## config.mk

```make
export PLATFORM = sky130hd
export DESIGN_NAME = phase_sequencer
export DESIGN_NICKNAME = d
export VERILOG_FILES = /design/src/rtl/phase_pkg.sv /design/src/rtl/phase_sequencer_rise_detect.sv /design/src/rtl/phase_sequencer.sv
export SDC_FILE = /design/constraint.sdc
export NUM_CORES = 1
export LEC_CHECK = 0
export BUFFER_PORTS_ARGS = -buffer_cell sky130_fd_sc_hd__clkbuf_2
export CORE_ASPECT_RATIO = 0.8
export CORE_MARGIN = 5
export CORE_UTILIZATION = 25
export CTS_BUF_LIST = sky130_fd_sc_hd__clkbuf_8
export CTS_CLUSTER_SIZE = 10
export DETAILED_ROUTE_END_ITERATION = 7
export GPL_TIMING_DRIVEN = 0
export PLACE_DENSITY = 0.47
export SLEW_MARGIN = 20
export SYNTH_ARGS = -nofsm -noshare
export SYNTH_HDL_FRONTEND = slang
export SYNTH_SLANG_ARGS = --single-unit
```

## constraint.sdc

```tcl
create_clock -name clk -period 2 [get_ports clk]
set_input_delay 0.2 -clock clk [delete_from_list [all_inputs] [get_ports clk]]
set_output_delay 0.2 -clock clk [all_outputs]
set_load 0.005 [all_outputs]
```

## src/rtl/phase_pkg.sv

```systemverilog
// -----------------------------------------------------------------------------
// phase_pkg
//   Shared definitions for the 5-phase datapath: phase bit indices used by the
//   register file and the other stages, the phase vector width, the sequencer
//   state encoding and a decode helper from state to one-hot phase.
// -----------------------------------------------------------------------------
package phase_pkg;

  localparam int unsigned PHASE_W = 5;

  // One-hot phase vector bit positions
  localparam int unsigned PH_F = 4;
  localparam int unsigned PH_R = 3;
  localparam int unsigned PH_X = 2;
  localparam int unsigned PH_M = 1;
  localparam int unsigned PH_W = 0;

  typedef enum logic [2:0] {
    ST_IDLE = 3'd0,
    ST_F    = 3'd1,
    ST_R    = 3'd2,
    ST_X    = 3'd3,
    ST_M    = 3'd4,
    ST_W    = 3'd5,
    ST_HALT = 3'd6
  } state_t;

  // Decode a state to its one-hot phase; IDLE and HALT map to all zeros.
  function automatic logic [PHASE_W-1:0] phase_of(input state_t s);
    logic [PHASE_W-1:0] p;
    p = '0;
    case (s)
      ST_F:    p[PH_F] = 1'b1;
      ST_R:    p[PH_R] = 1'b1;
      ST_X:    p[PH_X] = 1'b1;
      ST_M:    p[PH_M] = 1'b1;
      ST_W:    p[PH_W] = 1'b1;
      default: p = '0;
    endcase
    return p;
  endfunction

endpackage

```

## src/rtl/phase_sequencer_rise_detect.sv

```systemverilog
// -----------------------------------------------------------------------------
// rise_detect
//   Registered rising-edge detector. pulse is high for the cycle in which `in`
//   is high and its registered previous value is low.
//   Ports:
//     clk    in  : clock
//     n_rst  in  : asynchronous active-low reset (previous value cleared to 0)
//     in     in  : level input
//     pulse  out : rising-edge indication
// -----------------------------------------------------------------------------
module rise_detect (
  input  logic clk,
  input  logic n_rst,
  input  logic in,
  output logic pulse
);

  logic prev_q;

  always_ff @(posedge clk or negedge n_rst) begin
    if (!n_rst) begin
      prev_q <= 1'b0;
    end else begin
      prev_q <= in;
    end
  end

  always_comb begin
    pulse = in & ~prev_q;
  end

endmodule

```

## src/rtl/phase_sequencer.sv

```systemverilog
// -----------------------------------------------------------------------------
// phase_sequencer
//   Multicycle control sequencer for the 5-phase datapath (F, R, X, M, W).
//   Stalls F on instruction-memory wait and M on data-memory wait, gates
//   register write-back, strobes the PC advance and counts active cycles and
//   retired instructions. HALT is left only by reset.
//
//   Optional feature macro: PHASE_STEP_EN (adds single-step ports/logic).
//
//   Ports:
//     clk         in      : clock
//     n_rst       in      : asynchronous active-low reset
//     run         in      : continuous-execution enable (level)
//     imem_ready  in      : instruction fetch complete (sampled in F)
//     halt        in      : decoded halt instruction (sampled in X)
//     dmem_req    in      : instruction accesses data memory (sampled in X)
//     dmem_ready  in      : data access complete (sampled in M)
//     wb_en       in      : instruction writes a register (sampled in X)
//     step_mode   in      : single-step enable      (PHASE_STEP_EN only)
//     step        in      : step release, rising edge (PHASE_STEP_EN only)
//     phase       out [5] : one-hot phase, bit4=F .. bit0=W, 0 in IDLE/HALT
//     rf_we       out     : register-file write enable
//     pc_en       out     : one-cycle PC advance strobe
//     busy        out     : high in F/R/X/M/W
//     halted      out     : high in HALT
//     cycle_cnt   out [32]: active-cycle counter (wraps)
//     instr_cnt   out [32]: retired-instruction counter (wraps)
// -----------------------------------------------------------------------------
module phase_sequencer
  import phase_pkg::*;
(
  input  logic               clk,
  input  logic               n_rst,
  input  logic               run,
  input  logic               imem_ready,
  input  logic               halt,
  input  logic               dmem_req,
  input  logic               dmem_ready,
  input  logic               wb_en,
`ifdef PHASE_STEP_EN
  input  logic               step_mode,
  input  logic               step,
`endif
  output logic [PHASE_W-1:0] phase,
  output logic               rf_we,
  output logic               pc_en,
  output logic               busy,
  output logic               halted,
  output logic [31:0]        cycle_cnt,
  output logic [31:0]        instr_cnt
);

  state_t state_q;
  state_t state_d;

  logic req_l;
  logic wb_l;
  logic halt_l;

  // idle_go : condition to leave IDLE for F
  // w_cont  : condition to go from W straight into the next F
  logic idle_go;
  logic w_cont;

`ifdef PHASE_STEP_EN
  logic step_pulse;

  rise_detect u_step_rise (
    .clk   (clk),
    .n_rst (n_rst),
    .in    (step),
    .pulse (step_pulse)
  );

  // In single-step mode only a step edge releases an instruction, and every
  // instruction returns to IDLE after W.
  always_comb begin
    idle_go = step_mode ? step_pulse : run;
    w_cont  = run & ~step_mode;
  end
`else
  always_comb begin
    idle_go = run;
    w_cont  = run;
  end
`endif

  // ---------------------------------------------------------------------------
  // State register
  // ---------------------------------------------------------------------------
  always_ff @(posedge clk or negedge n_rst) begin
    if (!n_rst) begin
      state_q <= ST_IDLE;
    end else begin
      state_q <= state_d;
    end
  end

  // ---------------------------------------------------------------------------
  // Next-state logic
  // ---------------------------------------------------------------------------
  always_comb begin
    state_d = state_q;
    case (state_q)
      ST_IDLE: if (idle_go) state_d = ST_F;
      ST_F:    if (imem_ready) state_d = ST_R;
      ST_R:    state_d = ST_X;
      ST_X:    state_d = ST_M;
      ST_M:    if (!req_l || dmem_ready) state_d = ST_W;
      ST_W: begin
        if (halt_l) begin
          state_d = ST_HALT;
        end else if (w_cont) begin
          state_d = ST_F;
        end else begin
          state_d = ST_IDLE;
        end
      end
      ST_HALT: state_d = ST_HALT;
      default: state_d = ST_IDLE;
    endcase
  end

  // ---------------------------------------------------------------------------
  // Output decode (registered state only)
  // ---------------------------------------------------------------------------
  always_comb begin
    phase  = phase_of(state_q);
    pc_en  = phase[PH_W];
    rf_we  = phase[PH_W] & wb_l;
    busy   = (state_q != ST_IDLE) && (state_q != ST_HALT);
    halted = (state_q == ST_HALT);
  end

  // ---------------------------------------------------------------------------
  // Per-instruction attributes captured in X
  // ---------------------------------------------------------------------------
  always_ff @(posedge clk or negedge n_rst) begin
    if (!n_rst) begin
      req_l  <= 1'b0;
      wb_l   <= 1'b0;
      halt_l <= 1'b0;
    end else if (state_q == ST_X) begin
      req_l  <= dmem_req;
      wb_l   <= wb_en;
      halt_l <= halt;
    end
  end

  // ---------------------------------------------------------------------------
  // Counters, both wrap modulo 2^32
  // ---------------------------------------------------------------------------
  always_ff @(posedge clk or negedge n_rst) begin
    if (!n_rst) begin
      cycle_cnt <= '0;
      instr_cnt <= '0;
    end else begin
      if (busy) begin
        cycle_cnt <= cycle_cnt + 32'd1;
      end
      if (state_q == ST_W) begin
        instr_cnt <= instr_cnt + 32'd1;
      end
    end
  end

endmodule

```

==> impl_metrics.toml, run 1 <==
[yosys]
synth_xor_xnor_area_share_pct = 16.5
synth.cell_area_um2 = 3340
yosys.area_share.simple_pct = 22.9
yosysSeqAreaShare_pct = 52.4
ys_types = 35
synth_warnings = 0
synth_compound_gate_area_share_pct = 1.80
muxShareOfSynthArea_pct = 2.32
syn-instance-count = 309
syn-num-nets = 319
synth_top_family_by_area = "simple AND/OR/NAND/NOR gates"
synth-seq-cells = 70
synth_fa_ha_area_share_pct = 0.748
syn_area_per_cell_um2 = 10.8

[layout]
n_antenna_cell = 0
fin_area_um2 = 4410
final_nets = 419
final_core_util_pct = 34.0
layout_commonest_cell = "clkbuf_2"
layout_common_cells = "79 x clkbuf_2, 68 x dfrtp_1, 39 x xor2_1"
syn_to_final_growth_pct = 31.9
layout-drive-gt1-share_pct = 35.3

[power_and_ir_drop]
p_leak_nw = 2.20
peakVddDrop_mv = 0.474
power.density_nw_per_um2 = 943

[worst_setup_path]
slowest_stage = "dfrtp_1"
critPathTopFamily = "buffers and inverters"
cp_max_fo = 9
worstPathArrival_ns = 1.71
crit_start = "state_q[1]"
cp.required_ns = 1.80
critPathBufInv = 4
critPathMaxStageDelay_ns = 0.36
critPathKind = "reg -> out"
critPathLaunchType = "register"
endpoint_kind = "primary output"
path_cells = "buf_2, nand3b_1, inv_4, buf_4, and2_1, clkbuf_2"
timing.rr.start = "cycle_cnt[9]"

[floorplanning]
die_w_um = 139
core_area_um2 = 13000
initial_core_util_pct = 25.8
dieArea_um2 = 15800
die_h_um = 113
std_cell_rows = 37
io_pins = 81

[cts]
cts-htree-levels = 3
cts_sinks = 70
clk_latency_ns = 0.35
clk_pin_slew_ns = 0.08
cts_buffers = 9
tritoncts = "built"
cts-root-buf = "clkbuf_8"
cts_buffer_depth = 2

[grt]
grt_pass1_wl_um = 13600
antenna_found_initial = 0
grt_max_degree = 42
grt_pass1_vias = 2559
grt_util_all_layers_pct = 10.7
gr-total-overflow = 0

[routing]
wl_met1_um = 4080
wl_um = 8290
vias_per_cell = 4.39
dr_wl_met2_um = 3620
drt_iter0_drc = 142
ant_nets = 0
drc_errors = 0
vias = 2586
dr.max_layer_used = "met4"
routedWlPerCell_um = 14.1
met3_length_um = 455
first_pass_iters = 4

[timing]
post-route-period-util_pct = 95.3
skew_ns = 0.00773
worst_pin_slew_ns = 0.703
rsz0062_at_grt = "yes"
finalSetupViolations = 0
finalHoldViolations = 0
timing.fmax_mhz = 525
slew_headroom_pct = 53.1
finalCriticalPeriod_ns = 1.91
drv_slew = 0

[flow_run]
max_cap_violations = 0

[worst_hold_path]
worstHoldPathType = "in -> reg"
hold_start = "halt"

[status]
status = "complete, no violations"

[placement]
routabilityCongestion = 0.767
post_dp_cell_area_um2 = 3990
place_hpwl_um = 6010
portBuffers = 80
sequential cells by signal, indices dropped and copies added (netlist names):
| name | flops |
|---|---|
| cycle_cnt | 32 |
| halt_l | 1 |
| instr_cnt | 32 |
| req_l | 1 |
| state_q | 3 |
| wb_l | 1 |
repair_timing:
action                     in CTS  in global routing
hold buffers                    1                  0
hold endpoints to repair       40                  0
setup endpoints to repair      34                 28
buffers inserted                2                  6
gates resized for setup         5                 19
pin swaps                       1                  1
final timing paths:
kind	end	slack (ns)	cells after the start
min	halt_l	0.08	2
min in group asynchronous	instr_cnt[28]	0.41	2
max	rf_we	0.09	6
max in group asynchronous	cycle_cnt[8]	0.98	3
min reg2reg	instr_cnt[31]	0.47	1
max reg2reg	cycle_cnt[22]	0.10	6
worst reg2reg max path: stages, from the launching register on:
cell	delay [ns]
dfrtp_1	0.42
nand3_2	0.14
or4_4	0.56
buf_6	0.16
buf_8	0.15
nor3_1	0.24
xor2_1	0.16
synth_stat cells (all sizes together):
cell type | number | area, µm²
o32ai | 1 | 8.76
nand4 | 18 | 113
nor2 | 14 | 52.6
and3 | 8 | 50.1
inv | 8 | 30.0
and2 | 5 | 31.3
nor4 | 15 | 113
mux2 | 6 | 67.6
nand2 | 33 | 124
o2111ai | 2 | 17.5
clkbuf | 4 | 15.0
nor3 | 18 | 110
dfrtp | 70 | 1750
mux2i | 1 | 10.0
a31oi | 1 | 6.26
nand3b | 1 | 7.51
buf | 9 | 63.8
clkinv | 1 | 3.75
xor2 | 40 | 350
or4 | 1 | 11.3
nand2b | 2 | 12.5
ha | 2 | 25.0
nand3 | 12 | 65.1
and4 | 8 | 70.1
o21ai | 4 | 20.0
or2 | 1 | 6.26
xnor2 | 23 | 201
o211ai | 1 | 7.51
metrics by stage:
stage | std cells | TNS, ns | setup WS [ns] | power (W) | hold WS (ns)
final | 589 | 0 | 0.0945 | 0.00416 | 0.0803
after global routing | 589 | -0.0547 | -0.0145 | 0.00443 | 0.0538
after CTS | 584 | 0 | 0.00634 | 0.00420 | 0.0498
after detailed placement | 565 | -3.03 | -0.245 | 0.00272 | 0.275
after global placement | 564 | -2.56 | -0.249 | 0.00269 | 0.433
after floorplan | 309 | 0 | 0.214 | 0.00234 | -0.0956
cell families after synthesis:
group,count (synthesis)
buffers and inverters,22
DFF,70
adders and majority gates,2
AOI/OAI and AO/OA,9
xor gates and xnor gates,63
and+or+nand+nor,136
muxes,7
final cells by class:
class	instances	area, µm²
plain buffers	12	77.6
clock buffers	9	124
clock inverters	7	121
fillers	1342	8550
inverters	9	36.3
multi-input cells	217	1590
flip-flops and latches	70	1750
well taps	175	219
repair buffers	90	493
per-layer routing:
metal | global-route usage, % | up-vias
li1 | - | 1276
met1 | 15.4 | 1237
met2 | 15.1 | 62
met3 | 3.48 | 11
met4 | 3.91 | 0
met5 | 0 | -
where the power goes:
group / internal [W] / switching, W / total [W]
combinational: 0.000458 / 0.000477 / 0.000935
sequential: 0.00159 / 0.000219 / 0.00181
clock: 0.000835 / 0.000576 / 0.00141
Note: power is estimated with default switching activity, not from simulation.
==> inputs of run 2 (changes only) <==
==> constraint.sdc (replaced) <==
create_clock -name clk -period 2 [get_ports clk]
set_input_delay 0.3 -clock clk [delete_from_list [all_inputs] [get_ports clk]]
set_output_delay 0.3 -clock clk [all_outputs]
set_load 0.005 [all_outputs]
==> run 2 against run 1 <==
  * Sequential power is essentially flat
  * Worst setup slack gained 0.0026 ns
  * Power is essentially flat
  * Wire length shrank 0.24%
  * Sequential share of layout area grew 0.15 points
  * Via count is the same
  * Critical path type is now reg -> reg
  * Critical endpoint is now cycle_cnt[22]
  * Highest routed layer unchanged
==> impl_metrics.toml, run 2 (same netlist as run 1, synthesis figures left out) <==
[timing]
finalSetupViolations = 0
worst_pin_slew_ns = 0.602
finalCriticalPeriod_ns = 1.90
slew_headroom_pct = 59.8
whs_ns = 0.181
drv_slew = 0
skew_ns = 0.0123
timing.fmax_mhz = 526
setup_ws_ns = 0.0972
finalHoldViolations = 0
post-route-period-util_pct = 95.1
finalSetupTns_ns = 0

[floorplanning]
io_pins = 81
std_cell_rows = 37
die_w_um = 139
initial_core_util_pct = 25.8
dieArea_um2 = 15800
core_area_um2 = 13000
die_h_um = 113

[grt]
globalRouteMet1Util_pct = 15.4
met2_usage_pct = 15.0
grt_max_degree = 42
grt_util_all_layers_pct = 10.7
gr-total-overflow = 0
antenna_found_initial = 0
grt_pass1_wl_um = 13600
grt.met3_usage_pct = 3.48
grt_pass1_vias = 2559
busiest_layer = "met1"

[worst_setup_path]
critPathLaunchType = "register"
reg2reg_slack_ns = 0.1
worstPathArrival_ns = 2.18
cp.required_ns = 2.28
critPathKind = "reg -> reg"
endpoint_kind = "register"
cp_max_fo = 10

[placement]
routabilityCongestion = 0.767
placed_cells = 565
portBuffers = 80
post-place-ws_ns = -0.245
place_hpwl_um = 6010

[flow_run]
max_cap_violations = 0

[status]
status = "complete, no violations"

[layout]
ff_latch_area_um2 = 1750
final_cells = 589
multi_input_area_um2 = 1570
n_antenna_cell = 0
syn_to_final_growth_pct = 31.4
final_nets = 419
layout_common_cells = "80 x clkbuf_2, 68 x dfrtp_1, 39 x xor2_1"
layout_commonest_cell = "clkbuf_2"
layout-drive-gt1-share_pct = 35.3
top_regs = "cycle_cnt (32), instr_cnt (32), state_q (3)"
fill_cells = 1344

[routing]
first_pass_iters = 4
ant_nets = 0
vias = 2586
routedWlPerCell_um = 14.0
drc_errors = 0
vias_per_cell = 4.39
drt_iter0_drc = 123
wl_um = 8270

[cts]
cts_buffer_depth = 2
clk_pin_slew_ns = 0.08
cts-htree-levels = 3
cts_buffers = 9
cts_sinks = 70
tritoncts = "built"
cts-root-buf = "clkbuf_8"
clk_latency_ns = 0.35

[power_and_ir_drop]
p_leak_nw = 2.18
power.density_nw_per_um2 = 945
peakVddDrop_mv = 0.476
p_total_w = 0.00416

[worst_hold_path]
worstHoldPathType = "in -> reg"
-- run 2: critical path, stage by stage, from the launching register on --
cell	delay, ns
dfrtp_1	0.42
nand3_2	0.14
or4_4	0.56
buf_6	0.16
buf_8	0.15
nor3_1	0.24
xor2_1	0.16
-- run 2: final timing paths --
| path | startpoint | to | cells after the start |
|---|---|---|---|
| max in group asynchronous | n_rst | cycle_cnt[8] | 3 |
| min reg2reg | cycle_cnt[31] | cycle_cnt[31] | 1 |
| max reg2reg | cycle_cnt[9] | cycle_cnt[22] | 6 |
| min in group asynchronous | n_rst | instr_cnt[29] | 2 |
| max | cycle_cnt[9] | cycle_cnt[22] | 6 |
| min | halt | halt_l | 2 |
-- run 2: layer usage --
| layer | wire (µm) | share of wire (%) |
|---|---|---|
| met2 | 3600 | 44 |
| met1 | 4110 | 50 |
| met5 | 0 | 0 |
| met4 | 135 | 1.6 |
| met3 | 428 | 5.2 |
-- run 2: per-stage QoR --
| step | instance area, µm² | util [%] |
|---|---|---|
| 2_1_floorplan | 3340 | - |
| 3_3_place_gp | 3960 | 30.6 |
| 3_5_place_dp | 3990 | 30.8 |
| 4_1_cts | 4290 | 33.1 |
| 5_1_grt | 4400 | 33.9 |
| 6_report | 4400 | 33.9 |
-- run 2: where the power goes --
group | internal [W] | switching (W)
sequential | 0.00159 | 0.000218
combinational | 0.000454 | 0.000473
clock | 0.000835 | 0.000583
total | 0.00288 | 0.00127
-- run 2: layout make-up --
cell class,instances,share of cell area (%)
flip-flops and latches,70,39.9
multi-input cells,217,35.8
repair buffers,90,11.2
well taps,175,4.98
clock buffers,9,2.82
clock inverters,7,2.76
plain buffers,12,1.74
inverters,9,0.797
-- run 2: timing repair --
item                                    4_1_cts  5_1_grt
setup buffers                                 4        4
pin swaps                                     1        0
endpoints found under the hold margin        33        0
hold buffers                                  1        0
gates resized for setup                       4       17
endpoints found under the setup margin       35       27
==> inputs of run 3 (changes only) <==
CELL_PAD_IN_SITES_DETAIL_PLACEMENT = 1   (was default)
CELL_PAD_IN_SITES_GLOBAL_PLACEMENT = 1   (was default)
PLACE_DENSITY = 0.57   (was 0.47)
==> run 3 against run 2 <==
  * Clock skew hardly changed
  * Non-clock buffer count is 5 lower
  * Wire length is 7.7% higher
  * Die area stayed put
  * Core utilization is 0.66 points lower
  * Final cell count is 0.85% lower
  * Critical path type is now reg -> out
  * Highest routed layer unchanged
==> impl_metrics.toml, run 3 (same netlist as run 1, synthesis figures left out) <==
[floorplanning]
die_h_um = 113
std_cell_rows = 37
die_w_um = 139
dieArea_um2 = 15800
io_pins = 81
initial_core_util_pct = 25.8
core_area_um2 = 13000

[routing]
vias = 2611
dr.max_layer_used = "met4"
wl_um = 8910
met3_length_um = 358
drc_errors = 0
routedWlPerCell_um = 15.3
first_pass_iters = 4
vias_per_cell = 4.47
dr_wl_met2_um = 4040
ant_nets = 0
wl_met1_um = 4360
drt_iter0_drc = 55

[timing]
whs_ns = 0.173
drv_slew = 0
worst_pin_slew_ns = 0.658
rsz0062_at_grt = "yes"
timing.fmax_mhz = 523
finalSetupTns_ns = 0
slew_headroom_pct = 56.1
finalCriticalPeriod_ns = 1.91
finalSetupViolations = 0
skew_ns = 0.0122
finalHoldViolations = 0
post-route-period-util_pct = 95.6

[placement]
placed_cells = 565
portBuffers = 80
place_hpwl_um = 6610
routabilityCongestion = 0.719

[cts]
cts-root-buf = "clkbuf_8"
clk_latency_ns = 0.36
clk_pin_slew_ns = 0.07
cts_buffer_depth = 2
tritoncts = "built"
cts-htree-levels = 3
cts_buffers = 9
cts_sinks = 70

[grt]
grt_util_all_layers_pct = 11.9
grt_max_degree = 37
gr-total-overflow = 0
grt_pass1_wl_um = 15000
antenna_found_initial = 0
grt_pass1_vias = 2763

[worst_setup_path]
critPathLaunchType = "register"
cp_max_fo = 9
cp.required_ns = 1.70
endpoint_kind = "primary output"
critPathKind = "reg -> out"
worstPathArrival_ns = 1.61

[layout]
multi_input_area_um2 = 1540
final_nets = 414
layout_common_cells = "81 x clkbuf_2, 66 x dfrtp_1, 39 x xor2_1"
fill_cells = 1493
ff_latch_area_um2 = 1760
layout-drive-gt1-share_pct = 33.7
top_regs = "cycle_cnt (32), instr_cnt (32), state_q (3)"
n_antenna_cell = 0
syn_to_final_growth_pct = 28.9
final_cells = 584
layout_commonest_cell = "clkbuf_2"

[power_and_ir_drop]
p_total_w = 0.00402
power.density_nw_per_um2 = 933
p_leak_nw = 2.14
peakVddDrop_mv = 0.430

[flow_run]
max_cap_violations = 0

[status]
status = "complete, no violations"

[worst_hold_path]
worstHoldPathType = "in -> reg"
[run 3: layer usage]
layer  GRT usage, %  up-vias
met2           17.5       43
met3           3.60       10
met5              0        -
met4           4.50        0
li1               -     1261
met1           16.4     1297
[run 3: metrics by stage]
step,area (µm²),utilization [%],worst slack (ns)
floorplan,3340,-,0.214
global placement,3960,30.6,-0.273
detailed placement,3990,30.8,-0.290
CTS,4260,32.8,0.0211
global route,4310,33.3,-0.0299
finish,4310,33.3,0.0877
[run 3: cell type report]
cell class                      instances  share of cell area (%)
Sequential cell                        70                    40.8
Multi-Input combinational cell        217                    35.8
Timing Repair Buffer                   85                    10.6
Tap cell                              175                    5.08
Clock buffer                           10                    3.19
Clock inverter                          6                    1.97
Buffer                                 12                    1.80
Inverter                                9                   0.813
[run 3: worst max-delay path, cell delays in order (launching register included)]
cell and delay (ns):
dfrtp_1 0.36, buf_2 0.18, xor2_2 0.22, or2_2 0.36, clkbuf_2 0.14
[run 3: final timing paths]
| path | cells past startpoint | to | startpoint | slack (ns) |
|---|---|---|---|---|
| hold reg to reg | 1 | instr_cnt[31] | instr_cnt[31] | 0.47 |
| min in group asynchronous | 2 | cycle_cnt[17] | n_rst | 0.48 |
| hold / removal | 2 | wb_l | wb_en | 0.17 |
| setup reg to reg | 6 | cycle_cnt[20] | cycle_cnt[10] | 0.11 |
| setup / recovery | 4 | busy | state_q[1] | 0.09 |
| max in group asynchronous | 3 | cycle_cnt[8] | n_rst | 0.92 |
[run 3: where the power goes]
part	leakage, nW	internal [W]	switching (W)
sequential	0.942	0.00159	0.000211
clock	0.108	0.000731	0.000567
combinational	1.09	0.000431	0.000486
[run 3: timing repair]
item	4_1_cts	5_1_grt
setup buffers	2	1
cloned	0	0
pin swaps	2	0
resized for setup	6	13
setup endpoints to repair	37	22
hold buffers	1	0
hold endpoints to repair	35	0
